### src/rtl/stream_arbiter_qos_pkt.sv
// Packet-aware N-to-1 stream arbiter with QoS priority and rotating
// round-robin among equal-priority streams. A grant covers a whole packet
// (through the beat carrying last), and the output is a registered slice
// with full valid/ready backpressure.
//
// Ports:
//   clk, rst_n      clock (rising edge), async active-low reset
//   s_data_in       per-stream data
//   s_qos_in        per-stream QoS (larger = higher, 0 = wildcard)
//   s_last_in       per-stream end-of-packet
//   s_valid_in      per-stream valid
//   s_ready_out     per-stream ready, one-hot or zero
//   m_data_out      registered data
//   m_qos_out       QoS latched at grant time
//   m_id_out        index of the granted stream
//   m_last_out      registered last
//   m_valid_out     registered valid
//   m_ready_in      downstream ready
//
// state | meaning
// IDLE  | arbitrate among candidates, no transfer this cycle
// BUSY  | forward beats of the granted stream until its last beat
module stream_arbiter_qos_pkt #(
  parameter int T_DATA_WIDTH = 8,
  parameter int T_QOS__WIDTH = 4,
  parameter int STREAM_COUNT = 4,
  parameter int T_ID___WIDTH = $clog2(STREAM_COUNT)
) (
  input  logic                                     clk,
  input  logic                                     rst_n,
  input  logic [STREAM_COUNT-1:0][T_DATA_WIDTH-1:0] s_data_in,
  input  logic [STREAM_COUNT-1:0][T_QOS__WIDTH-1:0] s_qos_in,
  input  logic [STREAM_COUNT-1:0]                  s_last_in,
  input  logic [STREAM_COUNT-1:0]                  s_valid_in,
  output logic [STREAM_COUNT-1:0]                  s_ready_out,
  output logic [T_DATA_WIDTH-1:0]                  m_data_out,
  output logic [T_QOS__WIDTH-1:0]                  m_qos_out,
  output logic [T_ID___WIDTH-1:0]                  m_id_out,
  output logic                                     m_last_out,
  output logic                                     m_valid_out,
  input  logic                                     m_ready_in
);

  typedef enum logic {IDLE = 1'b0, BUSY = 1'b1} state_t;

  localparam logic [T_ID___WIDTH-1:0] LAST_ID = T_ID___WIDTH'(STREAM_COUNT - 1);

  state_t                  state, state_nxt;
  logic [T_ID___WIDTH-1:0] grant, rr_ptr, winner;
  logic [T_QOS__WIDTH-1:0] qos_lat, max_q;
  logic [STREAM_COUNT-1:0] cand;
  logic                    any_cand, found, out_free, accept, grant_last;

  // Highest nonzero QoS among valid streams; stays 0 when none is nonzero,
  // which makes every valid (qos==0) stream a candidate in that case.
  always_comb begin
    max_q = '0;
    for (int i = 0; i < STREAM_COUNT; i++) begin
      if (s_valid_in[i] && (s_qos_in[i] > max_q)) max_q = s_qos_in[i];
    end
  end

  always_comb begin
    cand = '0;
    for (int i = 0; i < STREAM_COUNT; i++) begin
      cand[i] = s_valid_in[i] && ((s_qos_in[i] == '0) || (s_qos_in[i] == max_q));
    end
  end

  assign any_cand = |cand;

  // First candidate at or after rr_ptr, wrapping modulo STREAM_COUNT.
  always_comb begin : pick_winner
    int idx;
    winner = '0;
    found  = 1'b0;
    idx    = 0;
    for (int k = 0; k < STREAM_COUNT; k++) begin
      idx = int'(rr_ptr) + k;
      if (idx >= STREAM_COUNT) idx = idx - STREAM_COUNT;
      if (!found && cand[idx]) begin
        winner = T_ID___WIDTH'(idx);
        found  = 1'b1;
      end
    end
  end

  assign out_free   = !m_valid_out || m_ready_in;
  assign accept     = (state == BUSY) && s_valid_in[grant] && out_free;
  assign grant_last = s_last_in[grant];

  always_ff @(posedge clk or negedge rst_n) begin
    if (!rst_n) state <= IDLE;
    else        state <= state_nxt;
  end

  always_comb begin
    state_nxt = state;
    case (state)
      IDLE:    if (any_cand) state_nxt = BUSY;
      BUSY:    if (accept && grant_last) state_nxt = IDLE;
      default: state_nxt = IDLE;
    endcase
  end

  always_comb begin
    s_ready_out = '0;
    if (state == BUSY) s_ready_out[grant] = out_free;
  end

  always_ff @(posedge clk or negedge rst_n) begin
    if (!rst_n) begin
      grant       <= '0;
      rr_ptr      <= '0;
      qos_lat     <= '0;
      m_data_out  <= '0;
      m_qos_out   <= '0;
      m_id_out    <= '0;
      m_last_out  <= 1'b0;
      m_valid_out <= 1'b0;
    end else begin
      if ((state == IDLE) && any_cand) begin
        grant   <= winner;
        qos_lat <= s_qos_in[winner];
      end
      if (accept && grant_last) begin
        rr_ptr <= (grant == LAST_ID) ? '0 : grant + T_ID___WIDTH'(1);
      end
      // Load wins over drain so a packet streams at one beat per clock.
      if (accept) begin
        m_valid_out <= 1'b1;
        m_data_out  <= s_data_in[grant];
        m_last_out  <= grant_last;
        m_id_out    <= grant;
        m_qos_out   <= qos_lat;
      end else if (m_ready_in) begin
        m_valid_out <= 1'b0;
      end
    end
  end

endmodule

### config.mk
export PLATFORM = sky130hd
export DESIGN_NAME = stream_arbiter_qos_pkt
export DESIGN_NICKNAME = d
export VERILOG_FILES = /design/src/rtl/stream_arbiter_qos_pkt.sv
export SDC_FILE = /design/constraint.sdc
export NUM_CORES = 1
export LEC_CHECK = 0
export BUFFER_PORTS_ARGS = -buffer_cell sky130_fd_sc_hd__buf_4
export CAP_MARGIN = 20
export CORE_MARGIN = 4
export CORE_UTILIZATION = 56
export DETAILED_ROUTE_END_ITERATION = 7
export MAX_ROUTING_LAYER = met4
export PLACE_DENSITY = 0.87
export SYNTH_ARGS = -nofsm -noshare
export SYNTH_HDL_FRONTEND = slang
export SYNTH_SLANG_ARGS = --single-unit
export TNS_END_PERCENT = 30
### constraint.sdc
create_clock -name clk -period 6.1 [get_ports clk]
set_input_delay 0.305 -clock clk [delete_from_list [all_inputs] [get_ports clk]]
set_output_delay 0.305 -clock clk [all_outputs]
set_load 0.005 [all_outputs]
Yosys cells after proc, flatten, opt, wreduce, memory -nomap -nowiden:

Index checks and enable logic that the tools add are counted.

* $add $sub $neg: 8
* $mul: 0
* divide/modulo/power cells: 0
* magnitude comparators: 15
* equality and inequality tests: 5
* shift-type cells: 0
* multiplexer cells: 44
* bitwise logic cells: 2
* reductions and logical operators: 31

Operators with widths (count)
* < comparator 32 x 4 -> 1 bit, second input constant: 4
* two-way mux 32 bit: 4
* two-way mux 4 bit: 6
* two-way mux 1 bit: 18
* binary-select mux 8 bit (select 2 bit): 1
* == test 4 bit: 4
* logical AND 1 bit: 16
* zero test 4 bit: 4
* binary-select mux 1 bit (select 2 bit): 6
* > comparator 4 bit: 3
* subtractor 3 x 3 -> 4 bit, second input constant: 3
* two-way mux 2 bit: 5
* >= comparator 3 bit, second input constant: 3
* binary-select mux 4 bit (select 2 bit): 1
* two-way mux 8 bit: 1
* adder 2 x 2 -> 3 bit, second input constant: 2
* < comparator 2 x 3 -> 1 bit, second input constant: 2
* logical OR 1 bit: 5
* bitwise AND 4 bit: 1
* > comparator 4 x 1 -> 1 bit, second input constant: 1
* zero test 1 bit: 4
* OR reduction 4 bit: 1
* subtractor 2 x 3 -> 4 bit, second input constant: 1
* adder 2 x 1 -> 3 bit, second input constant: 1
* other kinds (8): 8

* flip-flop bits (word level): 25
* bits in latches: 0
* bits in writable memories: 0
* ROM bits: 0
* input port bits: 59
* output and inout bits: 20
* logic and storage cells: 114
* memories kept: 0

Longest topological paths before layout:

* depth after elaboration: 30
* depth in mapped cells: 27
* mapped depth without buffers: 26

Worst setup path before layout:

No wires, ideal clock.

* path type: input port to flip-flop
* start: input port s_qos_in[1] (netlist name)
* end: register qos_lat[1]
* setup time: 0.126 ns
* arrival time: 6.051 ns
* required time: 5.974 ns
* setup slack: -0.077 ns
* stages: 25
* buffers on the path: 0
* cell sequence: nand2_1 -> ha_1 -> nor2b_1 -> o211ai_1 -> a21oi_1 -> or3_1 -> inv_1 -> ha_1 -> nor2b_4 -> o211a_4 -> o211a_4 -> o41ai_4 -> ha_1 -> a21oi_1 -> nor2b_1 -> o311ai_4 -> nand2b_1 -> o221ai_1 -> xnor2_1 -> nor4_4 -> o2111ai_1 -> o221ai_2 -> a31oi_4 -> mux2_1 -> a221o_1

* cells in the longest elaborated chain, start to end: 30
* elaborated cells between the ends (all ways): 54
* classes of those cells: order compare: 4; eq/ne: 4; mux: 25; reduce/logical: 21

Ends and longest elaborated chain
* start, declared: line 32 `input logic [STREAM_COUNT-1:0][T_QOS__WIDTH-1:0] s_qos_in,`
* > comparator 4 x 1 -> 1 bit: line 59 `if (s_valid_in[i] && (s_qos_in[i] > max_q)) max_q = s_qos_in[i];`
* logical AND 1 bit: line 59
* two-way mux 4 bit: line 59
* > comparator 4 bit: line 59
* logical AND 1 bit: line 59
* two-way mux 4 bit: line 59
* > comparator 4 bit: line 59
* logical AND 1 bit: line 59
* (+14 left out)
* zero test 1 bit: line 81 `if (!found && cand[idx]) begin`
* logical AND 1 bit: line 81
* two-way mux 1 bit: line 81
* zero test 1 bit: line 81
* logical AND 1 bit: line 81
* two-way mux 2 bit: line 81
* binary-select mux 4 bit (select 2 bit): line 124 `qos_lat <= s_qos_in[winner];`
* two-way mux 4 bit (implied by the code): line 124
* end signal, assigned: line 124
* end, declared: line 50 `logic [T_QOS__WIDTH-1:0] qos_lat, max_q;`

Several ways; a longest one is shown, not always the timed one. The select of a mux whose other input is x is not followed.
A chain may end at the register's enable or synchronous reset.

Worst setup path after layout:

* start: input port s_valid_in[0]
* end: register qos_lat[2]

* cells in the longest elaborated chain, start to end: 29
* elaborated cells between the ends (all ways): 52
* classes of those cells: order compare: 3; eq/ne: 4; mux: 25; reduce/logical: 20

Ends and longest elaborated chain
* start, declared: line 34 `input logic [STREAM_COUNT-1:0] s_valid_in,`
* logical AND 1 bit: line 59
* two-way mux 4 bit: line 59
* > comparator 4 bit: line 59
* logical AND 1 bit: line 59
* two-way mux 4 bit: line 59
* > comparator 4 bit: line 59
* logical AND 1 bit: line 59
* two-way mux 4 bit: line 59
* (+13 left out)
* zero test 1 bit: line 81
* logical AND 1 bit: line 81
* two-way mux 1 bit: line 81
* zero test 1 bit: line 81
* logical AND 1 bit: line 81
* two-way mux 2 bit: line 81
* binary-select mux 4 bit (select 2 bit): line 124
* two-way mux 4 bit (implied by the code): line 124

Several ways; a longest one is shown, not always the timed one. The select of a mux whose other input is x is not followed.

==> metrics <==
critical path launch point=s_valid_in[0]; Final period util=0.996; first-pass GRT wire length=13.0 mm; Post-route DRC=0; unrepaired setup endpoints after global routing=yes; FF-to-FF End=rr_ptr[0]; Worst-path clk slew=0.10 ns; Leakage=1.71 nW; critical path depth=27; site row count=23; chip width=73.5 um; sw power=451 uW; clk_lat worst skew=0.29 ns; status=completed; Core Box Area=0.00409 mm2; reg2reg path depth=4; Wirelength per Cell=24.0 um; # diodes=0; Async S/R FF share, synth=1.00; pin count of the biggest net entering global routing=26; Post-Syn Nets=302; simple logic cell fraction of the synthesized area=0.142; die height=73.5 um; Top Family by Delay on Critical Path=compound AO/OA/AOI/OAI gates; top post-synthesis cells by area=dfrtp_1, mux4_2, ha_1, mux2_2, xnor2_1; vias=2774; CP dominant cell by count=buf_4; CTS tree=built; Synth area leader=dfrtp_1; CP max-delay cell=nor3_1; Cells after Synth=227; initial antenna violation count=0; Fillers=174; drt total wl=9.92 mm; worst slew pin tran=0.896 ns; Pre-antenna DRT Iters=6; Layout area overhead=52.7%; clk_skew=0.00669 ns; synthesized area=0.00240 mm2; GPL Wtd Cong=0.913; Net Sw Frac=0.402; WP buf/inv=5; vias per cell=6.72; die area=0.00540 mm2; FMAX=165 MHz; port bufs=78; DR iter-0 viols=333; worst-path fanout max=8; Max VDD drop=0.000185 V; Non-Filler Instances=413; Setup CP Type=in -> reg; synthesized-area fraction occupied by adder cells=0.0834; logic gate share of total power=0.614; placed insts=405; post-synthesis xor/xnor area fraction=0.0438; Flop pwr share=0.290; overall routing resource usage=0.331; CTS Sinks=25; Max-Cap Viols=0; vias in the first global route=2685; Power Internal=670 uW; CTS Buffer Depth=2; largest family of logic cells by synthesized area=compound AO/OA/AOI/OAI gates; ys flop type=dfrtp_1; #FFs+latches synth=25; relative slew slack=0.397; starting density of the core=0.588; Seq/Total Area, Yosys=0.261; Worst setup EP type=flip-flop; FF-to-FF setup slack=3.40 ns; post-DP HPWL=7.08 mm; pwr dens=306 mW/mm2; Num CTS Buffers=3; I/O pin count=79; HP Class=in -> reg; CP arrival=6.25 ns; minimum clock period=6.08 ns; H-Tree Depth=1; share of cells above drive strength 1=0.545; Ys Warns=0; area share of the largest cell type after synthesis=0.261; post-synthesis mux area share=0.204; number of distinct library cells after synthesis=56; Compound-Gate Fraction of Synth Area=0.236; crit path to=qos_lat[2]; CP Launch Type=input port; WP data required=6.27 ns; clock root buffer=clkbuf_8; Final ANT Viol Nets=0; final setup fails=0; crit-path max cell delay=0.39 ns; Slew Limit Fails=0; nets@finish=439; grt ovf=0; Mean Syn Cell Area=10.6 um2; Worst R2R Start=grant[0]; Post-synth EDFFs=0; final hold slack=0.425 ns; final hold violation count=0; Sum Neg Setup Slack=0 ns; clock share of power=0.096
[routing by layer]
layer  part of all wire  GRT usage  vias up  routed length (um)
li1                   -          -     1166                   -
met1               0.35      0.377     1330                3420
met2               0.51      0.569      206                5060
met3              0.086     0.0684       72                 855
met4              0.058      0.125        0                 577
met5                  0          -        -                   0
[power by group through the flow]
stage	logic (mW)	clock network (mW)	registers (mW)
after detailed placement	0.627	0	0.323
final	0.688	0.107	0.325
after global routing	0.729	0.111	0.333
after CTS	0.638	0.104	0.321
after global placement	0.594	0	0.314
after floorplan	0.367	0	0.294
[worst min-delay path, delay by kind of cell]
| family | cells | cell delay [ns] |
|---|---|---|
| and+or+nand+nor | 2 | 0.29 |
| buffers and inverters | 1 | 0.07 |
[placed cells by master (no fill, tap or decap), types with 3 or more instances in the layout]
master,n
nand3_1,6
nand2_1,12
inv_1,15
ha_1,15
a21o_1,4
mux4_2,10
nor4_1,4
clkbuf_8,3
mux2_2,14
xnor2_2,3
nor2b_2,3
nand4_1,4
a221o_1,7
o21ai_0,9
nor2_1,6
mux2_1,5
nand2b_1,4
xnor2_1,9
dfrtp_1,25
and3_1,4
and2_1,5
a21oi_1,6
buf_4,134
o21ai_2,3
[final cells by class]
| cell class | count | area (um2) | area share |
|---|---|---|---|
| multi-input combinational | 182 | 1840 | 0.502 |
| timing repair buffer | 136 | 1030 | 0.280 |
| sequential | 25 | 626 | 0.171 |
| tap | 50 | 62.6 | 0.0171 |
| inverter | 16 | 60.1 | 0.0164 |
| clock buffer | 3 | 41.3 | 0.0113 |
| clock inverter | 1 | 7.51 | 0.00205 |
[Yosys cell counts (3+ instances only)]
library cell,count
o2111ai_1,3
nor2_1,7
o221ai_1,3
xnor2_1,12
nand3_1,6
mux2_2,14
nor2b_1,4
nand2_1,13
nand4_1,4
ha_1,16
o21ai_0,10
a21o_1,4
and3_1,4
dfrtp_1,25
and2_1,5
nor3_1,3
a21oi_1,7
nor4_1,4
inv_1,15
mux4_2,10
nand2b_1,4
a221o_1,7
mux2_1,6
[cells by family (layout without fill, tap and decap cells)]
kind of cell	Yosys count	after routing
xor gates and xnor gates	12	12
buffers and inverters	20	156
adders and majority gates	16	16
AOI/OAI and AO/OA	61	61
and+or+nand+nor	60	60
DFF	25	25
muxes	33	33
[state kept, by name, summed over array words and instances, names as in the netlist]
name and count:
m_data_out 8, m_qos_out 4, qos_lat 4, grant 2
m_id_out 2, rr_ptr 2, m_last_out 1, m_valid_out 1
state 1
[what timing repair did]
action / in CTS / in global routing
endpoints found under the setup margin: 3 / 6
resized for setup: 0 / 24
pin swaps: 0 / 18
hold buffers: 1 / 0
hold endpoints to repair: 25 / 0
buffers inserted: 1 / 3
[stage by stage]
step	power (mW)	worst slack, ns	cell area (um2)	util
finish	1.12	0.0242	3670	0.897
detailed placement	0.950	-0.314	3450	0.845
CTS	1.06	0.0157	3530	0.864
global placement	0.909	-0.00496	3450	0.845
global route	1.17	-0.162	3670	0.897
floorplan	0.661	0.0165	2410	-
[worst min-delay path by stage]
stage	endpoint	from	slack (ns)	depth (start not counted)
2_1_floorplan	grant[0]	rst_n	0.009	0
3_3_place_gp	m_valid_out	rst_n	0.22	1
6_report	m_valid_out	m_ready_in	0.43	3
5_1_grt	qos_lat[1]	s_qos_in[13]	0.43	3
4_1_cts	m_valid_out	m_ready_in	0.40	3
3_5_place_dp	m_valid_out	rst_n	0.22	1
(Power assumes the default switching activity.)
